File: config.mk
export PLATFORM = sky130hd
export DESIGN_NAME = dffs_fifo
export DESIGN_NICKNAME = d
export VERILOG_FILES = /design/src/rtl/dffs_fifo_pkg.sv /design/src/rtl/dffs_fifo_ptr.sv /design/src/rtl/dffs_fifo.sv
export SDC_FILE = /design/constraint.sdc
export NUM_CORES = 1
export LEC_CHECK = 0
export ABC_AREA = 1
export CORE_UTILIZATION = 35
export CTS_BUF_LIST = sky130_fd_sc_hd__clkbuf_16
export CTS_CLUSTER_DIAMETER = 30
export DETAILED_ROUTE_END_ITERATION = 7
export HOLD_SLACK_MARGIN = 0.05
export SLEW_MARGIN = 20
export SYNTH_ARGS = -nofsm -noshare
export SYNTH_HDL_FRONTEND = slang
export SYNTH_HIERARCHICAL = 1
export SYNTH_SLANG_ARGS = --single-unit
File: constraint.sdc
create_clock -name CLK -period 7.2 [get_ports CLK]
set_input_delay 1.44 -clock CLK [delete_from_list [all_inputs] [get_ports CLK]]
set_output_delay 1.44 -clock CLK [all_outputs]
set_load 0.05 [all_outputs]
File: src/rtl/dffs_fifo_pkg.sv
// Shared helpers for the dffs_fifo slice.
// Latency: n/a (compile-time helpers only).
// Backpressure: n/a.
package dffs_fifo_pkg;

    // Clamp helper used to keep derived widths legal for degenerate parameters.
    function automatic int max_i(input int a, input int b);
        return (a > b) ? a : b;
    endfunction

    function automatic int min_i(input int a, input int b);
        return (a < b) ? a : b;
    endfunction

endpackage

File: src/rtl/dffs_fifo_ptr.sv
// Pointer, occupancy and flag tracking for dffs_fifo.
// Latency: flags and COUNT are registered from next-state pointers (update on the push/pop edge).
// Backpressure: none here; push/pop are already qualified by the top level.
module dffs_fifo_ptr
    import dffs_fifo_pkg::*;
#(
    parameter int SIZE = 2
) (
    input  logic            CLK,
    input  logic            RST,
    input  logic            FLUSH,
    input  logic            push,
    input  logic            pop,
    output logic [SIZE-1:0] waddr,
    output logic [SIZE-1:0] raddr,
    output logic [SIZE:0]   COUNT,
    output logic            FULL,
    output logic            EMPTY
);

    // Pointers carry one extra wrap bit so full and empty are distinguishable.
    localparam int PW = max_i(SIZE, 1) + 1;

    logic [PW-1:0] wptr, rptr;
    logic [PW-1:0] wptr_nxt, rptr_nxt;
    logic [SIZE:0] count_nxt;
    logic          full_nxt, empty_nxt;

    // Next-state pointers and count; flush wins over any concurrent push/pop.
    always_comb begin
        wptr_nxt  = wptr;
        rptr_nxt  = rptr;
        count_nxt = COUNT;
        if (FLUSH) begin
            wptr_nxt  = '0;
            rptr_nxt  = '0;
            count_nxt = '0;
        end else begin
            if (push) wptr_nxt = wptr + PW'(1);
            if (pop)  rptr_nxt = rptr + PW'(1);
            case ({push, pop})
                2'b10:   count_nxt = COUNT + (SIZE+1)'(1);
                2'b01:   count_nxt = COUNT - (SIZE+1)'(1);
                default: count_nxt = COUNT;
            endcase
        end
        empty_nxt = (wptr_nxt == rptr_nxt);
        full_nxt  = (wptr_nxt[PW-2:0] == rptr_nxt[PW-2:0]) &&
                    (wptr_nxt[PW-1] != rptr_nxt[PW-1]);
    end

    // State register; reset drops every queued word immediately.
    always_ff @(posedge CLK or negedge RST) begin
        if (!RST) begin
            wptr  <= '0;
            rptr  <= '0;
            COUNT <= '0;
            FULL  <= 1'b0;
            EMPTY <= 1'b1;
        end else begin
            wptr  <= wptr_nxt;
            rptr  <= rptr_nxt;
            COUNT <= count_nxt;
            FULL  <= full_nxt;
            EMPTY <= empty_nxt;
        end
    end

    assign waddr = wptr[SIZE-1:0];
    assign raddr = rptr[SIZE-1:0];

endmodule

File: src/rtl/dffs_fifo.sv
// First-word-fall-through FIFO on a flop array; optional bypass via DFFS_FIFO_BYPASS_EN.
// Latency: 1 edge write-to-read (0 in bypass when empty and OREADY=1).
// Backpressure: IREADY = !FULL, a push is refused when full even with a concurrent pop.
module dffs_fifo
    import dffs_fifo_pkg::*;
#(
    parameter int SIZE = 2,
    parameter int WLEN = 32
) (
    input  logic            CLK,
    input  logic            RST,
    input  logic            FLUSH,
    input  logic            IVALID,
    output logic            IREADY,
    input  logic [WLEN-1:0] ID,
    output logic            OVALID,
    input  logic            OREADY,
    output logic [WLEN-1:0] OD,
    output logic [SIZE:0]   COUNT,
    output logic            FULL,
    output logic            EMPTY
);

    localparam int DEPTH = 2 ** SIZE;

    logic [WLEN-1:0] mem [DEPTH];
    logic [SIZE-1:0] waddr, raddr;
    logic            push, pop;

    assign IREADY = !FULL;

`ifdef DFFS_FIFO_BYPASS_EN
    logic pass_thru;
    // An empty FIFO with a ready consumer hands the input word straight across.
    assign pass_thru = EMPTY && IVALID && OREADY;
    assign OVALID    = EMPTY ? IVALID : 1'b1;
    assign OD        = EMPTY ? ID : mem[raddr];
    assign push      = IVALID && IREADY && !pass_thru;
    assign pop       = !EMPTY && OREADY;
`else
    assign OVALID = !EMPTY;
    assign OD     = mem[raddr];
    assign push   = IVALID && IREADY;
    assign pop    = OVALID && OREADY;
`endif

    // Storage is deliberately left unreset; flush and reset only move pointers.
    always_ff @(posedge CLK) begin
        if (push && !FLUSH) begin
            mem[waddr] <= ID;
        end
    end

    dffs_fifo_ptr #(.SIZE(SIZE)) u_ptr (
        .CLK   (CLK),
        .RST   (RST),
        .FLUSH (FLUSH),
        .push  (push),
        .pop   (pop),
        .waddr (waddr),
        .raddr (raddr),
        .COUNT (COUNT),
        .FULL  (FULL),
        .EMPTY (EMPTY)
    );

endmodule

=== After elaboration in Yosys (flattened, before gate mapping) ===
Memories as Yosys holds them, arrays and structs flattened.
Cells that the tools add are included.

* Add/subtract/negate cells: 4
* Eq/ne operators: 5
* Multiplexer cells: 8
* Reductions and logical operators: 8

{| class="wikitable"
|+ Operator list
! cell !! count
|-
| two-way mux 3 bit || 5
|-
| adder 3 x 1 -> 3 bit (second input constant) || 3
|-
| one-hot mux 3 bit (2 select lines) || 1
|-
| logical AND 1 bit || 4
|-
| equality test 3 bit || 1
|-
| logical NOT 1 bit || 3
|-
| nonzero test 3 bit || 1
|-
| subtractor 3 x 1 -> 3 bit (second input constant) || 1
|-
| equality test 2 x 1 -> 1 bit (second input constant) || 1
|-
| equality test 2 bit || 1
|-
| equality test 2 bit (second input constant) || 1
|-
| two-way mux 1 bit || 2
|-
| != test 1 bit || 1
|}

* Bits in registers: 11
* Bits in writable memories: 128
* Bits of input ports: 37
* Output and inout bits: 39
* Logic and storage cells: 31
* Memories: 1

{| class="wikitable"
|+ Memories
! memory !! words !! width !! read ports !! clocked after Yosys merged registers in !! write ports !! RTL line !! text
|-
| mem || 4 || 32 || 1 || 0 || 1 || dffs_fifo.sv:26 || <nowiki>logic [WLEN-1:0] mem [DEPTH];</nowiki>
|}

=== Depth between registers and ports, before layout ===
Gate-level depths: netlist (run 1).

* Depth after elaboration: 6
* Depth in mapped cells: 11
* Gate-level depth less buffers: 10

=== By module ===
Netlist (run 1), hierarchy kept.

{| class="wikitable"
|+ By module, submodules not included
! module !! times used !! cells an instance !! area an instance (um2) !! sequential area each (um2)
|-
| dffs_fifo || 1 || 520 || 5474.0 || 3843.7
|-
| dffs_fifo_ptr || 1 || 96 || 698.2 || 276.5
|}

=== Worst setup path before layout (run 1) ===
Ideal clock, no wire load.

* Kind: input port to flip-flop
* From: in IVALID
* To: mem mem[0][0], enable pin
* Library setup time: 421 ps
* Arrival time: 3084 ps
* Required time: 6779 ps
* Setup slack: 3695 ps
* Stages: 4
* Path buffers: 0
* Cell sequence: inv_1 > nor2_1 > nand2_1 > nor2_1

* Cells in the longest elaborated chain, start to end: 4

{| class="wikitable"
|+ RTL lines
! element !! RTL line !! text
|-
| start, declared || dffs_fifo.sv:13 || <nowiki>input logic IVALID,</nowiki>
|-
| logical AND 1 bit || dffs_fifo.sv:43 || <nowiki>assign push = IVALID && IREADY;</nowiki>
|-
| named net push || dffs_fifo.sv:28 || <nowiki>logic push, pop;</nowiki>
|-
| logical AND 1 bit || dffs_fifo.sv:49 || <nowiki>if (push && !FLUSH) begin</nowiki>
|-
| two-way mux 1 bit || dffs_fifo.sv:49 ||
|-
| two-way mux 1 bit (not written as such) || dffs_fifo.sv:50 || <nowiki>mem[waddr] <= ID;</nowiki>
|-
| end, declared || dffs_fifo.sv:26 ||
|}

The timed path passes the listed nets, and every way through them passes these cells.

=== Worst setup path in the final report (run 1) ===
* From: reg u_ptr.rptr[1]
* To: out OD[7]

* Cells in the longest elaborated chain, start to end: 1

{| class="wikitable"
|+ RTL lines
! element !! RTL line !! text
|-
| start, declared || dffs_fifo_ptr.sv:24 || <nowiki>logic [PW-1:0] wptr, rptr;</nowiki>
|-
| start signal, assigned || dffs_fifo_ptr.sv:62 || <nowiki>rptr <= rptr_nxt;</nowiki>
|-
| memory read (4 x 32 bit) || - ||
|-
| end, declared || dffs_fifo.sv:18 || <nowiki>output logic [WLEN-1:0] OD,</nowiki>
|}

Every way passes these cells.

==> out/results.ini, run 1 <==
[status]
status=complete, no violations

[sta]
hold_viol=0
layout_min_cycle_time_ps=4340
maxSlewHeadroom=0.314
post-route-period-util=0.602
worst_pin_slew_ps=1030
skew_ps=8.50
final-setup-viol-count=0
hold_ws_ps=552
timing.fmax_ghz=0.231
setup_ws_ps=2860
fin_tns_setup_ps=0
rsz0062_at_grt=no
finalMaxSlewViolations=0

[synth]
synth.avg_cell_area_um2=10.0
synthTopCellsByCount=nand2_1 (203), inv_1 (147), edfxtp_1 (128)
yosysTopAreaCell=edfxtp_1
yosys_register_bits=139
seq_area_frac_synth=0.668
yosysTopAreaCellShare=0.623
yosys.area_share.simple=0.198
synthArstFlopShare=0.0791
synth_edf_count=128
syn_inst=616
synth_top_family_by_area=simple AND/OR/NAND/NOR gates
synthTopCellsByArea=edfxtp_1 (62%), nand2_1 (12%), inv_1 (8.9%), nand3_1 (5.9%), dfrtp_1 (4.1%)
synthMuxAreaShare=0
syn_nets=656
ys_warn_count=6
yosysMostFrequentCell=nand2_1
synth_ff_type=edfxtp_1
synth-xor-area-share=0
synth_area_mm2=0.00617
synthAdderAreaFrac=0.00730
synth_compound_area_frac=0.00223
ys_types=18

[critical_path]
worst_setup_path_start_kind=flip-flop
cp_slowest_cell=clkdlybuf4s50_1
cp.required_ps=5760
end_kind=primary output
cp_cell_sequence=inv_2 > nand3_1 > nand2_1 > clkdlybuf4s50_1
critPathArrivalTime_ps=2900
cpPeakStageDelay_ps=820
worstSetupPathType=flip-flop to primary output
worstPathMaxFanout=35

[floorplan]
rows=48
fp.dieH_um=135
io_pins=76
core-area_mm2=0.0172
fp.dieW_um=135
initial_core_util=0.358
die_area_mm2=0.0182

[clock_tree]
path_clk_slew_ps=60
postCtsResizedCells=0
root_buffer=clkbuf_16
postCtsSetupBuffers=0
cts_buffers=17
clk_latency_ps=410
cts_tree=done
clock_path_buffers=2
cts.sinks=139
postCtsHoldBufs=0
htreeDepth=4

[power]
p_leak_nw=3.45
ir_drop_mv=0.165
power_w=0.00224
power_density_mw_per_mm2=290

[detailed_routing]
drtAntennaViolNets=0
drt_first_iter_violations=269
finalWirelength_um=12300
drc=0
wl_per_cell_um=13.3
first_pass_iters=4
vias=4042
viasPerCell=4.37

[cells_and_area]
antennaDiodeCount=0
final_nets=728
syn_to_final_growth_pct=24.8
layout.cells.non_filler=926
nFillCells=1588
drive_above_1_share=0.0670

[global_routing]
gr-usage-all-layers=0.147
grt_max_degree=69
grt_pass1_vias=4094
gr-total-overflow=0
antenna_found_initial=0
grt_pass1_wl_um=20100

[placement]
place_congestion=0.703
place_ws_ps=3030
placed_cells=891
hpwl_um=7130
port_buffers=75

[hold_path]
hold_path.class=flip-flop to flip-flop

[flow_run]
drv_cap=0

worst paths after layout:
kind	startpoint	depth (start not counted)	end	slack (ps)
min in group asynchronous	RST	1	u_ptr/COUNT[0]	1370
hold reg to reg	u_ptr/COUNT[0]	1	u_ptr/COUNT[0]	550
setup reg to reg	u_ptr/FULL	3	mem[2][28]	4650
max in group asynchronous	RST	1	u_ptr/rptr[0]	5450
hold / removal	u_ptr/COUNT[0]	1	u_ptr/COUNT[0]	550
setup / recovery	u_ptr/rptr[1]	4	OD[7]	2860
layout make-up:
type	instances	area, um^2	area share
Clock buffer	17	425	0.0552
Tap cell	225	282	0.0365
Multi-Input combinational cell	301	1310	0.170
Sequential cell	139	4120	0.535
Inverter	150	564	0.0732
Clock inverter	15	165	0.0214
Timing Repair Buffer	79	833	0.108
where the power goes:
| part | leakage [nW] | internal [W] | total (W) | switching (W) |
|---|---|---|---|---|
| Combinational | 1.84 | 0.000138 | 0.000434 | 0.000296 |
| Sequential | 1.30 | 0.000914 | 0.000934 | 0.0000199 |
| Clock | 0.305 | 0.000566 | 0.000870 | 0.000304 |
cell families (layout without fill, tap and decap cells):
group	count (synthesis)	after routing
adder cells (fa/ha/maj)	3	3
AND/OR/NAND/NOR	296	296
flip-flops	139	139
AO/OA/AOI/OAI	2	2
buffers and inverters	176	261
cells in the final DEF (no fill, tap or decap):
master	n
clkbuf_16	17
buf_4	1
nor2_4	4
bufinv_16	4
buf_12	1
nor2_2	3
nand3b_1	1
a21oi_1	1
dfrtp_2	2
nor2_1	8
inv_1	150
buf_16	2
clkdlybuf4s50_1	75
dfstp_2	1
ha_1	2
clkinv_1	4
nand3_1	73
clkinv_2	4
dfrtp_1	8
inv_2	3
nand2_2	4
a21oi_2	1
fa_1	1
nand2_1	203
edfxtp_1	128
critical path, delay by kind of cell (launching register included):
family,cells,cell delay [ps]
flip-flops,1,690
AND/OR/NAND/NOR,2,280
buffers and inverters,2,1490
stage by stage:
| step | cell area, um^2 | util |
|---|---|---|
| after global placement | 7040 | 0.408 |
| after global routing | 7700 | 0.447 |
| final | 7700 | 0.447 |
| after floorplan | 6170 | - |
| after CTS | 7630 | 0.443 |
| after detailed placement | 7040 | 0.408 |
flip-flops by register name, indices dropped and copies added (netlist names):
register,count
u_ptr/FULL,1
u_ptr/wptr,3
u_ptr/EMPTY,1
mem,128
u_ptr/rptr,3
u_ptr/COUNT,3
per-layer routing:
metal  up-vias  global-route usage  part of all wire
met2        88               0.248              0.50
met3        13              0.0454             0.051
met1      1893               0.176              0.44
met5         -                   0                 0
met4         0              0.0587            0.0090
li1       2048                   -                 -
Power figures use the tool's default switching activity.
==> run 2, diff against run 1 <==
==> constraint.sdc (replaced) <==
create_clock -name CLK -period 4.48 [get_ports CLK]
set_input_delay 0.896 -clock CLK [delete_from_list [all_inputs] [get_ports CLK]]
set_output_delay 0.896 -clock CLK [all_outputs]
set_load 0.05 [all_outputs]
==> out/results.ini, run 2 (synthesis results as in run 1) <==
[status]
status=complete, no violations

[floorplan]
core-area_mm2=0.0172
die_area_mm2=0.0182
fp.dieH_um=135
io_pins=76
initial_core_util=0.358
fp.dieW_um=135
rows=48

[sta]
final-setup-viol-count=0
skew_ps=11.5
layout_min_cycle_time_ps=3460
post-route-period-util=0.771
worst_pin_slew_ps=778
finalMaxSlewViolations=0
fin_tns_setup_ps=0
rsz0062_at_grt=no
setup_ws_ps=1020
timing.fmax_ghz=0.289
hold_viol=0
maxSlewHeadroom=0.481

[placement]
place_congestion=0.794
hpwl_um=7830
place_ws_ps=1390
placed_cells=901
port_buffers=75

[clock_tree]
postCtsHoldBufs=0
cts.sinks=139
cts_tree=done
root_buffer=clkbuf_16
clock_path_buffers=2
postCtsSetupBuffers=0
clk_latency_ps=410
cts_buffers=17
htreeDepth=4
path_clk_slew_ps=60
postCtsResizedCells=0

[cells_and_area]
layout_commonest_cell=nand2_1
drive_above_1_share=0.0792
final_nets=735
largest_reg_flops=128
syn_to_final_growth_pct=24.3
final_cell_mix=nand2_1 (203), inv_1 (147), edfxtp_1 (128)
top_register=mem
antennaDiodeCount=0
layout.cells.non_filler=932

[global_routing]
grt_use_met2=0.257
grt_use_met3=0.0495
gr-total-overflow=0
grt_max_degree=69
gr-usage-all-layers=0.149
grt_pass1_vias=4139
antenna_found_initial=0
grtUsageMet1=0.175
grt_pass1_wl_um=20200
grt-busiest-layer=met2

[flow_run]
drv_cap=0

[detailed_routing]
viasPerCell=4.38
drc=0
drt_first_iter_violations=238
vias=4085
wl_per_cell_um=13.5
first_pass_iters=4
finalWirelength_um=12600
drtAntennaViolNets=0

[critical_path]
r2r-start=u_ptr/FULL
r2r_slack_ps=2410
worst_setup_path_start_kind=flip-flop
critPathArrivalTime_ps=2560
worstPathMaxFanout=18
end_kind=primary output
worstSetupPathType=flip-flop to primary output
cp.required_ps=3580
critPathLaunch=u_ptr/rptr[1]

[power]
power_w=0.00351
p_leak_nw=3.43
ir_drop_mv=0.272
power_density_mw_per_mm2=458

[hold_path]
hp-start=u_ptr/COUNT[0]
hold_path.class=flip-flop to flip-flop

==> run 2: changes by cell type in the layout (fill, tap and decap cells not counted) <==
cell,before,now
buf_4,1,11
clkinvlp_4,0,3
inv_1,150,147
buf_16,2,0
bufinv_16,4,2
buf_12,1,0
clkinv_2,4,3
clkinv_4,0,1
inv_2,3,2
inv_4,0,1
inv_6,0,1
==> run 2: where the power goes <==
group          switching (W)  total (W)  internal [W]
registers          0.0000238    0.00149       0.00147
clock network       0.000507    0.00131      0.000806
logic               0.000489   0.000709      0.000221
==> run 2: path summary, 6_finish.rpt <==
kind	cells after the start	endpoint
setup / recovery	5	OD[14]
hold / removal	1	u_ptr/COUNT[0]
setup reg to reg	5	mem[0][13]
hold reg to reg	1	u_ptr/COUNT[0]
max in group asynchronous	1	u_ptr/rptr[1]
min in group asynchronous	1	u_ptr/COUNT[0]
==> run 2: cell type report <==
class | instances | area (um^2)
Clock buffer | 17 | 425
Clock inverter | 14 | 130
Fill cell | 1601 | 9570
Inverter | 150 | 566
Multi-Input combinational cell | 301 | 1310
Sequential cell | 139 | 4120
Tap cell | 225 | 282
Timing Repair Buffer | 86 | 833
==> run 2: metrics by stage <==
stage / hold slack, ps / utilization / area, um^2
6_report: 535 / 0.445 / 7670
5_1_grt: 581 / 0.445 / 7670
4_1_cts: 547 / 0.445 / 7670
3_5_place_dp: 535 / 0.413 / 7120
3_3_place_gp: 522 / 0.413 / 7110
2_1_floorplan: 560 / - / 6170
==> run 2: worst max-delay path: stages (launching register included) <==
cell             delay, ps
dfrtp_2                400
inv_1                  400
buf_4                  360
nand3_1                100
nand2_1                 90
clkdlybuf4s50_1        800
==> run 2: layer usage <==
| layer | share of wire | up-vias |
|---|---|---|
| met5 | 0 | - |
| met1 | 0.44 | 1911 |
| met3 | 0.055 | 10 |
| met2 | 0.50 | 106 |
| li1 | - | 2058 |
| met4 | 0.0098 | 0 |
==> run 3, diff against run 2 <==
==> constraint.sdc (replaced) <==
create_clock -name CLK -period 3.3 [get_ports CLK]
set_input_delay 0.66 -clock CLK [delete_from_list [all_inputs] [get_ports CLK]]
set_output_delay 0.66 -clock CLK [all_outputs]
set_load 0.05 [all_outputs]
==> out/results.ini, run 3 (synthesis results as in run 1) <==
[critical_path]
worst_setup_path_start_kind=flip-flop
cp.required_ps=2640
critPathArrivalTime_ps=2050
worstPathMaxFanout=32
crit_path_frequent_cell=nand2_1
cp_cell_sequence=inv_2 > buf_4 > nand2_1 > nand3_1 > nand2_1 > buf_12
end_kind=primary output
worstSetupPathType=flip-flop to primary output
cpPeakStageDelay_ps=420
cp_slowest_cell=inv_2
r2r_slack_ps=1430

[global_routing]
grt_pass1_wl_um=20000
antenna_found_initial=0
gr-usage-all-layers=0.145
gr-total-overflow=0
grt_pass1_vias=4050
grt_max_degree=69

[detailed_routing]
drtAntennaViolNets=0
drt_first_iter_violations=171
vias=4094
finalWirelength_um=12400
viasPerCell=4.39
wl_per_cell_um=13.3
drc=0
first_pass_iters=5

[cells_and_area]
drive_above_1_share=0.122
nFillCells=1528
multiInputGateArea_mm2=0.00131
largest_reg_flops=128
layout_commonest_cell=nand2_1
seqCellArea_mm2=0.00412
top_register=mem
final_cell_mix=nand2_1 (203), inv_1 (147), edfxtp_1 (128)
antennaDiodeCount=0
layout.cells.non_filler=932
final_nets=734
fin_util=0.466
syn_to_final_growth_pct=30.1

[clock_tree]
postCtsSetupBuffers=0
root_buffer=clkbuf_16
cts_buffers=17
postCtsHoldBufs=0
clk_latency_ps=400
cts.sinks=139
htreeDepth=4
clock_path_buffers=2
cts_tree=done
path_clk_slew_ps=60
postCtsResizedCells=0

[sta]
hold_viol=0
finalMaxSlewViolations=0
timing.fmax_ghz=0.369
post-route-period-util=0.822
final-setup-viol-count=0
maxSlewHeadroom=0.498
fin_tns_setup_ps=0
skew_ps=5.82
worst_pin_slew_ps=753
layout_min_cycle_time_ps=2710
rsz0062_at_grt=no

[placement]
hpwl_um=7830
placed_cells=900
place_congestion=0.805
port_buffers=75

[floorplan]
fp.dieW_um=135
core-area_mm2=0.0172
die_area_mm2=0.0182
fp.dieH_um=135
io_pins=76
rows=48
initial_core_util=0.358

[power]
power_density_mw_per_mm2=627
ir_drop_mv=0.360
p_leak_nw=3.62

[status]
status=complete, no violations

[flow_run]
drv_cap=0

[hold_path]
hold_path.class=flip-flop to flip-flop

## run 3: worst max-delay path: cells and delay by family, from the launching register on
family,cells,cell delay (ps)
buf+inv,3,930
flops,1,400
simple gates,3,300
## run 3: final cells by class
| type | count | area share |
|---|---|---|
| clock buffer | 17 | 0.0530 |
| clock inverter | 15 | 0.0193 |
| inverter | 150 | 0.0701 |
| multi-input combinational | 301 | 0.163 |
| sequential | 139 | 0.513 |
| tap | 225 | 0.0351 |
| timing repair buffer | 85 | 0.146 |
## run 3: per-stage QoR
step	setup WS, ps	instance area (um^2)	hold slack, ps	power [W]
floorplan	575	6170	364	0.00271
global placement	746	7450	522	0.00322
detailed placement	755	7450	540	0.00324
CTS	516	8030	554	0.00508
global route	443	8030	568	0.00522
finish	588	8030	551	0.00504
## run 3: routing by layer
layer	vias to the layer above	global-route usage	share of wire
li1	2057	-	-
met2	105	0.253	0.51
met5	-	0	0
met1	1913	0.172	0.42
met4	0	0.0593	0.017
met3	19	0.0342	0.052
## run 3: path summary, 6_finish.rpt
kind | to | cells after the start | startpoint
max | OD[1] | 6 | u_ptr/rptr[0]
min | u_ptr/COUNT[0] | 1 | u_ptr/COUNT[0]
max reg2reg | u_ptr/FULL | 9 | u_ptr/rptr[0]
min reg2reg | u_ptr/COUNT[0] | 1 | u_ptr/COUNT[0]
max in group asynchronous | u_ptr/rptr[0] | 1 | RST
min in group asynchronous | u_ptr/COUNT[2] | 1 | RST
## run 3: power breakdown
| group | internal, W | total (W) | leakage [nW] | switching, W |
|---|---|---|---|---|
| sequential | 0.00199 | 0.00203 | 1.30 | 0.0000319 |
| combinational | 0.000459 | 0.00117 | 2.03 | 0.000708 |
| clock | 0.00117 | 0.00184 | 0.278 | 0.000674 |
